===== src/rtl/dac_pkg.sv =====
// rtl/dac_pkg.sv - shared widths, FSM states and code constants for the DDR DAC transmitter
package dac_pkg;

   localparam int SAMPLE_W = 14;
   localparam int LANES    = 7;

   typedef enum logic [1:0] {
      ST_IDLE  = 2'd0,
      ST_PRIME = 2'd1,
      ST_RUN   = 2'd2,
      ST_UNDER = 2'd3
   } dac_state_e;

   localparam logic [SAMPLE_W-1:0] MIDSCALE_TC = 14'h0000;
   localparam logic [SAMPLE_W-1:0] MIDSCALE_OB = 14'h2000;

   // Offset binary is two's complement with the sign bit flipped.
   function automatic logic [SAMPLE_W-1:0] encode_sample(input logic [SAMPLE_W-1:0] s,
                                                         input logic offset_bin);
      return offset_bin ? {~s[SAMPLE_W-1], s[SAMPLE_W-2:0]} : s;
   endfunction

endpackage


===== src/rtl/dac_oddr_lane.sv =====
// rtl/dac_oddr_lane.sv - one SAME_EDGE DDR output lane: D1 after the rising edge, D2 after the falling edge
module dac_oddr_lane #(
   parameter logic INIT_D1 = 1'b0,
   parameter logic INIT_D2 = 1'b0
) (
   input  logic clk_i,
   input  logic rst_ni,
   input  logic d1_i,
   input  logic d2_i,
   output logic q_o
);

   logic d1_q;
   logic d2_q;

   // Both halves are captured on the same rising edge; the clock level selects which is driven.
   always_ff @(posedge clk_i or negedge rst_ni) begin
      if (!rst_ni) begin
         d1_q <= INIT_D1;
         d2_q <= INIT_D2;
      end else begin
         d1_q <= d1_i;
         d2_q <= d2_i;
      end
   end

   assign q_o = clk_i ? d1_q : d2_q;

endmodule


===== src/rtl/dac_ddr_tx.sv =====
// rtl/dac_ddr_tx.sv - sample FIFO, prime/run/underrun sequencer and DDR lane driver for a 14-bit DAC
// Optional ramp test pattern on input tp_en when DAC_TESTPAT_EN is defined.
module dac_ddr_tx
   import dac_pkg::*;
#(
   parameter int FIFO_DEPTH    = 8,
   parameter int PRIME_LEVEL   = 4,
   parameter int OFFSET_BIN    = 0,
   parameter int UNDERRUN_HOLD = 1
) (
   input  logic                clk,
   input  logic                rst,
`ifdef DAC_TESTPAT_EN
   input  logic                tp_en,
`endif
   input  logic                en,
   input  logic [SAMPLE_W-1:0] s_data,
   input  logic                s_valid,
   output logic                s_ready,
   output logic [LANES-1:0]    dac_data_out,
   output logic [SAMPLE_W-1:0] dac_word,
   output logic                streaming,
   output logic [15:0]         underrun_cnt
);

   localparam int AW    = $clog2(FIFO_DEPTH);
   localparam int PTR_W = AW + 1;
   localparam logic [PTR_W-1:0]    PRIME_LVL = PTR_W'(PRIME_LEVEL);
   localparam logic [SAMPLE_W-1:0] MIDSCALE  = (OFFSET_BIN != 0) ? MIDSCALE_OB : MIDSCALE_TC;

   dac_state_e          state_q, state_d;
   logic [PTR_W-1:0]    wr_ptr_q, wr_ptr_d;
   logic [PTR_W-1:0]    rd_ptr_q, rd_ptr_d;
   logic [SAMPLE_W-1:0] word_q, word_d;
   logic [15:0]         ucnt_q, ucnt_d;
   logic [SAMPLE_W-1:0] mem_q [FIFO_DEPTH];

   logic [PTR_W-1:0]    occ;
   logic                empty;
   logic                full;
   logic                wr_en;
   logic [SAMPLE_W-1:0] hold_word;

   assign occ   = wr_ptr_q - rd_ptr_q;
   assign empty = (wr_ptr_q == rd_ptr_q);
   assign full  = (wr_ptr_q[AW] != rd_ptr_q[AW]) && (wr_ptr_q[AW-1:0] == rd_ptr_q[AW-1:0]);

   // Gated by reset so nothing is accepted while the sequencer is held in IDLE.
   assign s_ready   = rst && en && !full;
   assign wr_en     = s_valid && s_ready;
   assign hold_word = (UNDERRUN_HOLD != 0) ? word_q : MIDSCALE;

   always_comb begin
      state_d  = state_q;
      wr_ptr_d = wr_ptr_q + PTR_W'(wr_en);
      rd_ptr_d = rd_ptr_q;
      word_d   = word_q;
      ucnt_d   = ucnt_q;
      if (!en) begin
         state_d  = ST_IDLE;
         wr_ptr_d = '0;
         rd_ptr_d = '0;
         word_d   = MIDSCALE;
      end else begin
         case (state_q)
            ST_IDLE: begin
               state_d = ST_PRIME;
               word_d  = MIDSCALE;
            end
            ST_PRIME: begin
               if (occ >= PRIME_LVL) state_d = ST_RUN;
            end
            ST_RUN: begin
`ifdef DAC_TESTPAT_EN
               if (tp_en) begin
                  word_d = word_q + SAMPLE_W'(1);
               end else
`endif
               if (!empty) begin
                  rd_ptr_d = rd_ptr_q + PTR_W'(1);
                  word_d   = encode_sample(mem_q[rd_ptr_q[AW-1:0]], OFFSET_BIN != 0);
               end else begin
                  state_d = ST_UNDER;
                  word_d  = hold_word;
                  if (ucnt_q != 16'hFFFF) ucnt_d = ucnt_q + 16'd1;
               end
            end
            ST_UNDER: begin
               state_d = ST_PRIME;
               word_d  = hold_word;
            end
            default: state_d = ST_IDLE;
         endcase
      end
   end

   always_ff @(posedge clk or negedge rst) begin
      if (!rst) begin
         state_q  <= ST_IDLE;
         wr_ptr_q <= '0;
         rd_ptr_q <= '0;
         word_q   <= MIDSCALE;
         ucnt_q   <= '0;
      end else begin
         state_q  <= state_d;
         wr_ptr_q <= wr_ptr_d;
         rd_ptr_q <= rd_ptr_d;
         word_q   <= word_d;
         ucnt_q   <= ucnt_d;
      end
   end

   always_ff @(posedge clk) begin
      if (wr_en) mem_q[wr_ptr_q[AW-1:0]] <= s_data;
   end

   for (genvar j = 0; j < LANES; j++) begin : g_lane
      dac_oddr_lane #(
         .INIT_D1 (MIDSCALE[2*j]),
         .INIT_D2 (MIDSCALE[2*j+1])
      ) u_lane (
         .clk_i  (clk),
         .rst_ni (rst),
         .d1_i   (word_q[2*j]),
         .d2_i   (word_q[2*j+1]),
         .q_o    (dac_data_out[j])
      );
   end

   assign dac_word     = word_q;
   assign streaming    = (state_q == ST_RUN);
   assign underrun_cnt = ucnt_q;

endmodule


===== config.mk =====
export PLATFORM = sky130hd
export DESIGN_NAME = dac_ddr_tx
export DESIGN_NICKNAME = d
export VERILOG_FILES = /design/src/rtl/dac_pkg.sv /design/src/rtl/dac_oddr_lane.sv /design/src/rtl/dac_ddr_tx.sv
export SDC_FILE = /design/constraint.sdc
export NUM_CORES = 1
export LEC_CHECK = 0
export ABC_CLOCK_PERIOD_IN_PS = 7390
export CAP_MARGIN = 25
export CELL_PAD_IN_SITES_DETAIL_PLACEMENT = 0
export CELL_PAD_IN_SITES_GLOBAL_PLACEMENT = 2
export CORE_UTILIZATION = 46
export DETAILED_ROUTE_END_ITERATION = 10
export GPL_TIMING_DRIVEN = 0
export PLACE_DENSITY = 0.95
export RECOVER_POWER = 100
export SLEW_MARGIN = 20
export SYNTH_ARGS = -nofsm -noshare
export SYNTH_HDL_FRONTEND = slang
export SYNTH_SLANG_ARGS = --single-unit
export TNS_END_PERCENT = 1

===== constraint.sdc =====
create_clock -name clk -period 7.39 [get_ports clk]
set_input_delay 2.217 -clock clk [delete_from_list [all_inputs] [get_ports clk]]
set_output_delay 2.217 -clock clk [all_outputs]
set_load 0.02 [all_outputs]

==> impl_results.rst <==
.. list-table::
   :header-rows: 1

   * - Metric
     - Value
   * - Async S/R FF share, synth
     - 32.5%
   * - Beginning of the worst register-to-register path
     - rd_ptr_q[2]$_DFFE_PN0P_
   * - Number of antenna violations at the first check in global routing
     - 0
   * - Total Power
     - 0.00237 W
   * - Maximum number of pins on one net before global-route repair
     - 56
   * - Overall overflow remaining after global route
     - 0
   * - Total of warnings raised by yosys
     - 0
   * - Final antenna-violating net count
     - 0
   * - Worst hold path stage count
     - 0
   * - DRC violations left
     - 0
   * - Core Footprint
     - 14100 um^2
   * - Layout overhead on the synthesized area
     - 22.5%
   * - Leak pwr
     - 3.26 nW
   * - Capturing element type of the critical path
     - primary output
   * - Combinational family with the most area after synthesis
     - multiplexers
   * - Number of flops mapped to enable cells by yosys
     - 112
   * - CTS clk-pin slew, worst paths
     - 60 ps
   * - Hold Path Sink
     - g_lane[4].u_lane.d2_q$_DFF_PN0_
   * - Switching power total
     - 0.000540 W
   * - Setup repair after global routing missed its margin
     - false
   * - Max Clock Skew
     - 9.22 ps
   * - Nets
     - 505
   * - Average via count per standard cell
     - 5.41
   * - Port Buffer Count
     - 55
   * - Total of flip-flops plus latches after synthesis
     - 166
   * - Critical path data required time
     - 5170 ps
   * - Relative contribution of the clock network to total power
     - 48.7%
   * - Slew at the pin closest to its max-slew limit
     - 1340 ps
   * - Worst Min Path Start
     - dac_word[9]$_DFFE_PN0P_
   * - Synthesized-area fraction occupied by xor and xnor cells
     - 3.00%
   * - Die span in x
     - 123 um
   * - Clock latency reported for the late side of the worst-skew pair
     - 540 ps
   * - Minimum hold slack
     - 397 ps
   * - Share of cells above drive strength 1
     - 21.6%
   * - Total I/O pin count
     - 57
   * - Terminus of the critical flop-to-flop path
     - mem_q[1][8]$_DFFE_PP_
   * - Worst path arrival time
     - 5080 ps
   * - Critical path start-end classification
     - clock port to primary output
   * - Launching element of the worst setup path
     - clk
   * - Sort of element at the start of the critical path
     - clock port
   * - Count of standard-cell rows
     - 43
   * - Number of diodes
     - 0
   * - Synth top area cells
     - edfxtp_1, dfrtp_1, mux4_2
   * - Y dimension of the die
     - 123 um
   * - Synth Area in Adders
     - 2.04%
   * - Global-route total usage across every layer
     - 19.1%
   * - Switching Fraction
     - 22.8%
   * - Worst Hold Class
     - flop to flop
   * - Via count of the first global-routing pass
     - 3725
   * - Layout fillers
     - 1089
   * - Logic gate share of total power
     - 7.4%
   * - Synthesized-area fraction occupied by and/or/nand/nor cells
     - 6.58%
   * - Wire length of the first global-routing pass
     - 20.0 mm
   * - Fraction of synthesized area in multiplexers
     - 12.8%
   * - Post-detailed-routing wire length
     - 12.7 mm
   * - Sequential element share of the synthesized area
     - 69.8%
   * - Logic depth of the worst register-to-register path
     - 9
   * - Leading area contributor after synthesis
     - edfxtp_1
   * - Post-CTS setup buffers
     - 0
   * - Number of standard cells in the final layout excluding fillers
     - 670
   * - Summed instance area of the synthesized netlist
     - 6750 um^2
   * - Count of maximum capacitance violations
     - 0
   * - Status
     - finished clean
   * - Mean post-synth cell area
     - 17.1 um^2
   * - Drt first pass iters
     - 4
   * - Post-Syn Instances
     - 395
   * - Peak ir drop on the vdd network
     - 0.144 mV
   * - Worst reg2reg setup slack
     - 3240 ps
   * - PwrDens
     - 287 nW/um^2
   * - Starting density of the core
     - 47.9%
   * - Placed wire-length estimate
     - 8.26 mm
   * - Area enclosed by the die boundary
     - 15200 um^2
   * - Critical path peak fanout
     - 4
   * - Number of setup violations in the final report
     - 0
   * - Portion of synthesized cell area occupied by the leading cell type
     - 49.8%
   * - Top_reg_cell synth
     - edfxtp_1
   * - Tightest slew margin relative to the limit
     - 10.1%
   * - Total placed cells including tap cells
     - 636
   * - DR vias
     - 3627
   * - Clock tree from TritonCTS
     - built
   * - Share of the synthesized area in compound gates (AO/OA/AOI/OAI)
     - 2.35%
   * - Sequential group share of total power
     - 43.9%
   * - Cell-internal power
     - 0.00183 W
   * - Final weighted congestion in routability-driven placement
     - 0.754
   * - Final count of hold timing violations
     - 0
   * - Count of unique library cells instantiated by Yosys
     - 39
   * - Routed wire length per instance
     - 18.9 um
   * - First-iteration detailed-routing DRC count
     - 290
   * - Synthesized netlist net count
     - 424
   * - Pins over their slew limit
     - 0
registers in the layout (all words and copies together), names as in the netlist:
signal / flops
mem_q: 112
underrun_cnt: 16
dac_word: 14
g_lane.u_lane.d1_q: 7
g_lane.u_lane.d2_q: 7
rd_ptr_q: 4
wr_ptr_q: 4
state_q: 2
synth_stat cells, drive strengths merged, types with 2 or more instances:
library cell / instances
edfxtp: 112
dfrtp: 54
mux4: 28
buf: 27
nand2: 26
o21ai: 17
xnor2: 16
mux2i: 14
nor2: 13
ha: 11
nand3: 10
and2: 9
mux2: 8
nand4: 8
clkbuf: 6
inv: 6
xor2: 5
and3: 3
nand2b: 3
nor2b: 3
a21oi: 2
nor3: 2
o211ai: 2
or4b: 2
cells by family after synthesis:
logic type      Yosys count
simple gates             83
mux                      50
flops                   166
xor+xnor                 21
compound gates           25
buf+inv                  39
fa+ha+maj                11
worst max path at each step:
| stage | slack [ps] | endpoint |
|---|---|---|
| 2_1_floorplan | 880 | dac_data_out[0] |
| 3_3_place_gp | -210 | s_ready |
| 3_5_place_dp | 390 | dac_data_out[0] |
| 4_1_cts | 90 | dac_data_out[4] |
| 5_1_grt | 60 | dac_data_out[4] |
| 6_report | 90 | dac_data_out[3] |
placed cells by master, fill, tap and decap left out, types with 2 or more instances in the layout:
cell,synthesis,layout
dfrtp_1,54,54
mux2_4,0,7
clkbuf_16,0,28
xnor2_1,15,15
inv_1,5,6
and2_1,9,4
nand4_1,7,8
nor3_1,2,2
clkbuf_1,6,14
buf_2,5,5
inv_6,0,2
and2_0,0,5
nor2_1,10,11
and3_1,3,3
clkbuf_8,0,4
nand2b_1,3,3
a21oi_1,2,2
mux2i_1,14,14
nor2b_1,3,3
nand3_1,10,10
nor2_2,3,2
mux4_2,28,28
edfxtp_1,112,112
nand2_1,26,26
o211ai_1,2,2
clkbuf_2,0,7
buf_4,21,15
ha_1,11,11
o21ai_0,17,17
dlygate4sd3_1,0,46
xor2_1,5,5
stage by stage:
step           setup TNS (ps)  utilization [%]  setup WS, ps  instance area [um^2]
5_1_grt                     0             58.6          61.1                  8270
2_1_floorplan               0                -           882                  6750
6_report                    0             58.6          91.6                  8270
3_5_place_dp                0             54.1           395                  7620
3_3_place_gp             -205             53.4          -205                  7530
4_1_cts                     0             59.7          92.1                  8420
per-layer routing:
metal / global-route usage [%] / up-vias / share of wire [%]
met2: 28.4 / 130 / 49
met4: 11.5 / 0 / 1.8
met5: 0 / - / 0
li1: - / 1640 / -
met3: 6.41 / 20 / 5.5
met1: 24.3 / 1837 / 44
area by class of cell:
type | instances | area, um^2 | area share [%]
well taps | 180 | 225 | 2.72
flip-flops and latches | 166 | 4710 | 57.0
plain buffers | 25 | 153 | 1.85
inverters | 6 | 22.5 | 0.272
multi-input cells | 190 | 1790 | 21.7
clock inverters | 8 | 60.1 | 0.727
clock buffers | 41 | 798 | 9.66
repair buffers | 54 | 500 | 6.05
what timing repair did:
action / 4_1_cts / 5_1_grt
resized for setup: 49 / 0
hold buffers: 0 / 0
setup endpoints to repair: 7 / 0
critical path: stages:
cell and delay [ps]:
clkbuf_16 120, clkbuf_16 130, clkbuf_16 130, clkbuf_16 130, clkbuf_16 130, clkbuf_16 140
clkbuf_16 140, mux2_4 290, clkbuf_2 160
power groups by stage:
stage / logic, W / registers, W / clock network (W)
CTS: 0.000194 / 0.00104 / 0.00118
global route: 0.000197 / 0.00105 / 0.00122
finish: 0.000176 / 0.00104 / 0.00115
detailed placement: 0.000191 / 0.00106 / 0.0000316
global placement: 0.000184 / 0.00106 / 0.0000316
floorplan: 0.000103 / 0.00107 / 0.0000291
(Power assumes the default switching activity.)
==> RTL edit: new RTL, same settings <==
Encoding of `dac_state_e`: now one-hot (4 bits for 4 states).
--- a/src/rtl/dac_pkg.sv
+++ b/src/rtl/dac_pkg.sv
@@ -5,9 +5,9 @@
    localparam int LANES    = 7;
 
-   typedef enum logic [1:0] {
-      ST_IDLE  = 2'd0,
-      ST_PRIME = 2'd1,
-      ST_RUN   = 2'd2,
-      ST_UNDER = 2'd3
+   typedef enum logic [3:0] {
+      ST_IDLE  = 4'b0001,
+      ST_PRIME = 4'b0010,
+      ST_RUN   = 4'b0100,
+      ST_UNDER = 4'b1000
    } dac_state_e;
 
Check against the original RTL: no difference found for any inputs over 10 cycles, from zero or initial values and one cycle with rst low; not proved beyond that.
==> RTL edit against the unedited design <==
Area after synthesis grew 2.5%. Wire length is 6.2% higher. Worst setup slack got worse by 1.1 ps. Worst hold slack gained 12 ps. Design area increased by 2.2%. Sequential cell count is 2 higher. Core utilization fell by 0.75 points. Critical path type unchanged. Largest cell class unchanged.
Power is not compared: it rests on default switching activity, and its combinational part moved more than twofold at a synthesized area within 25%.
==> RTL edit: results (changes against the unedited design) <==
| Item | Value | Unit | Change |
|:---|:---|:---|:---|
| Worst hold slack | 409 | ps | +12.3 ps |
| Endpoint of the worst hold-timing path | g_lane[2].u_lane.d1_q | - |  |
| Iteration-0 DRC Markers | 261 | - | -10% |
| Global-route total usage across every layer | 0.193 | - | +0.00151 |
| Via count of the first global-routing pass | 3925 | - | +5.4% |
| Ratio of cells with drive above 1 in the final layout | 0.208 | - | -0.00867 |
| Initial antenna violation count | 0 | - | unchanged |
| Buffers on Ports | 56 | - | +1.8% |
| Final net count | 508 | - | +0.59% |
| Synthesized-area fraction occupied by xor and xnor cells | 0.0327 | - | +0.00270 |
| Multiplexer share of the synthesized area | 0.126 | - | -0.00169 |
| Filler Cell Count | 1077 | - | -1.1% |
| Reg-to-reg slack, setup | 3040 | ps | -200 ps |
| Share of the yosys chip area belonging to registers | 0.689 | - | -0.00976 |
| Non-Filler Instances | 680 | - | +1.5% |
| Total global routing overflow | 0 | - | unchanged |
| Worst clock skew | 6.60 | ps | -2.61 ps |
| Instance count after placement with tap cells included | 647 | - | +1.7% |
| Result of the run | finished clean | - |  |
| Half-perimeter wire length after placement | 8830 | microns | +7.0% |
| Total setup violations reported at the end of the flow | 0 | - | unchanged |
| Total Negative Setup Slacks | 0 | ps | unchanged |
| Top post-synthesis cells by area | sky130_fd_sc_hd__edfxtp_1 (49%), sky130_fd_sc_hd__dfrtp_1 (20%), sky130_fd_sc_hd__mux4_2 (9.1%), sky130_fd_sc_hd__buf_4 (2.3%), sky130_fd_sc_hd__mux2i_1 (2.2%) | - |  |
| Destination of the critical timing path | dac_data_out[2] | - |  |
| Global-route wire length before repair | 21600 | microns | +7.9% |
| Placed cell area | 0.00783 | sq mm | +2.7% |
| Netlist cell types | 46 | - | +18% |
| Launch point of the worst hold path | dac_word[4] | - |  |
| Area share of fa/ha/maj cells after synthesis | 0.0127 | - | -0.00773 |
| Number of vias per cell after detailed routing | 5.53 | - | +2.1% |
| Average wire length per cell after detail routing | 19.8 | microns | +4.6% |
| Worst reg2reg path depth | 8 | - | -1 |
| Critical register-to-register path endpoint | mem_q[0][0] | - |  |
| Pin count of the biggest net entering global routing | 58 | - | +3.6% |
| Final worst slack | 90.5 | ps | -1.11 ps |
| Routability Congestion | 0.871 | - | +15% |
| CTS-repair resized insts | 48 | - | -2.0% |
## RTL edit: changes by cell type after synthesis, sizes merged, moves of 6 or more
cell,delta
o2bb2ai,+14
o21ai,-13
nor3,+11
nand3,-6
xor2,+13
nand2,-15
xnor2,-9
## RTL edit: final cells by class
cell class | instances | area, sq um | area share
Inverter | 7 | 26.3 | 0.00311
Multi-Input combinational cell | 190 | 1900 | 0.225
Sequential cell | 168 | 4770 | 0.564
Timing Repair Buffer | 57 | 518 | 0.0613
Buffer | 26 | 155 | 0.0184
Tap cell | 184 | 230 | 0.0273
Clock buffer | 36 | 703 | 0.0832
Clock inverter | 12 | 151 | 0.0179
## RTL edit: where the power goes
| group | internal, uW | switching (uW) |
|---|---|---|
| clock network | 753 | 413 |
| logic | 16.1 | 27.6 |
| registers | 1010 | 3.19 |
| total | 1780 | 443 |
## RTL edit: metal layers
layer	track usage	wire [microns]	vias to the layer above
met5	0	0	-
met4	0.0850	121	0
met3	0.0851	1020	16
met2	0.288	6710	147
met1	0.242	5630	1894
li1	-	-	1702
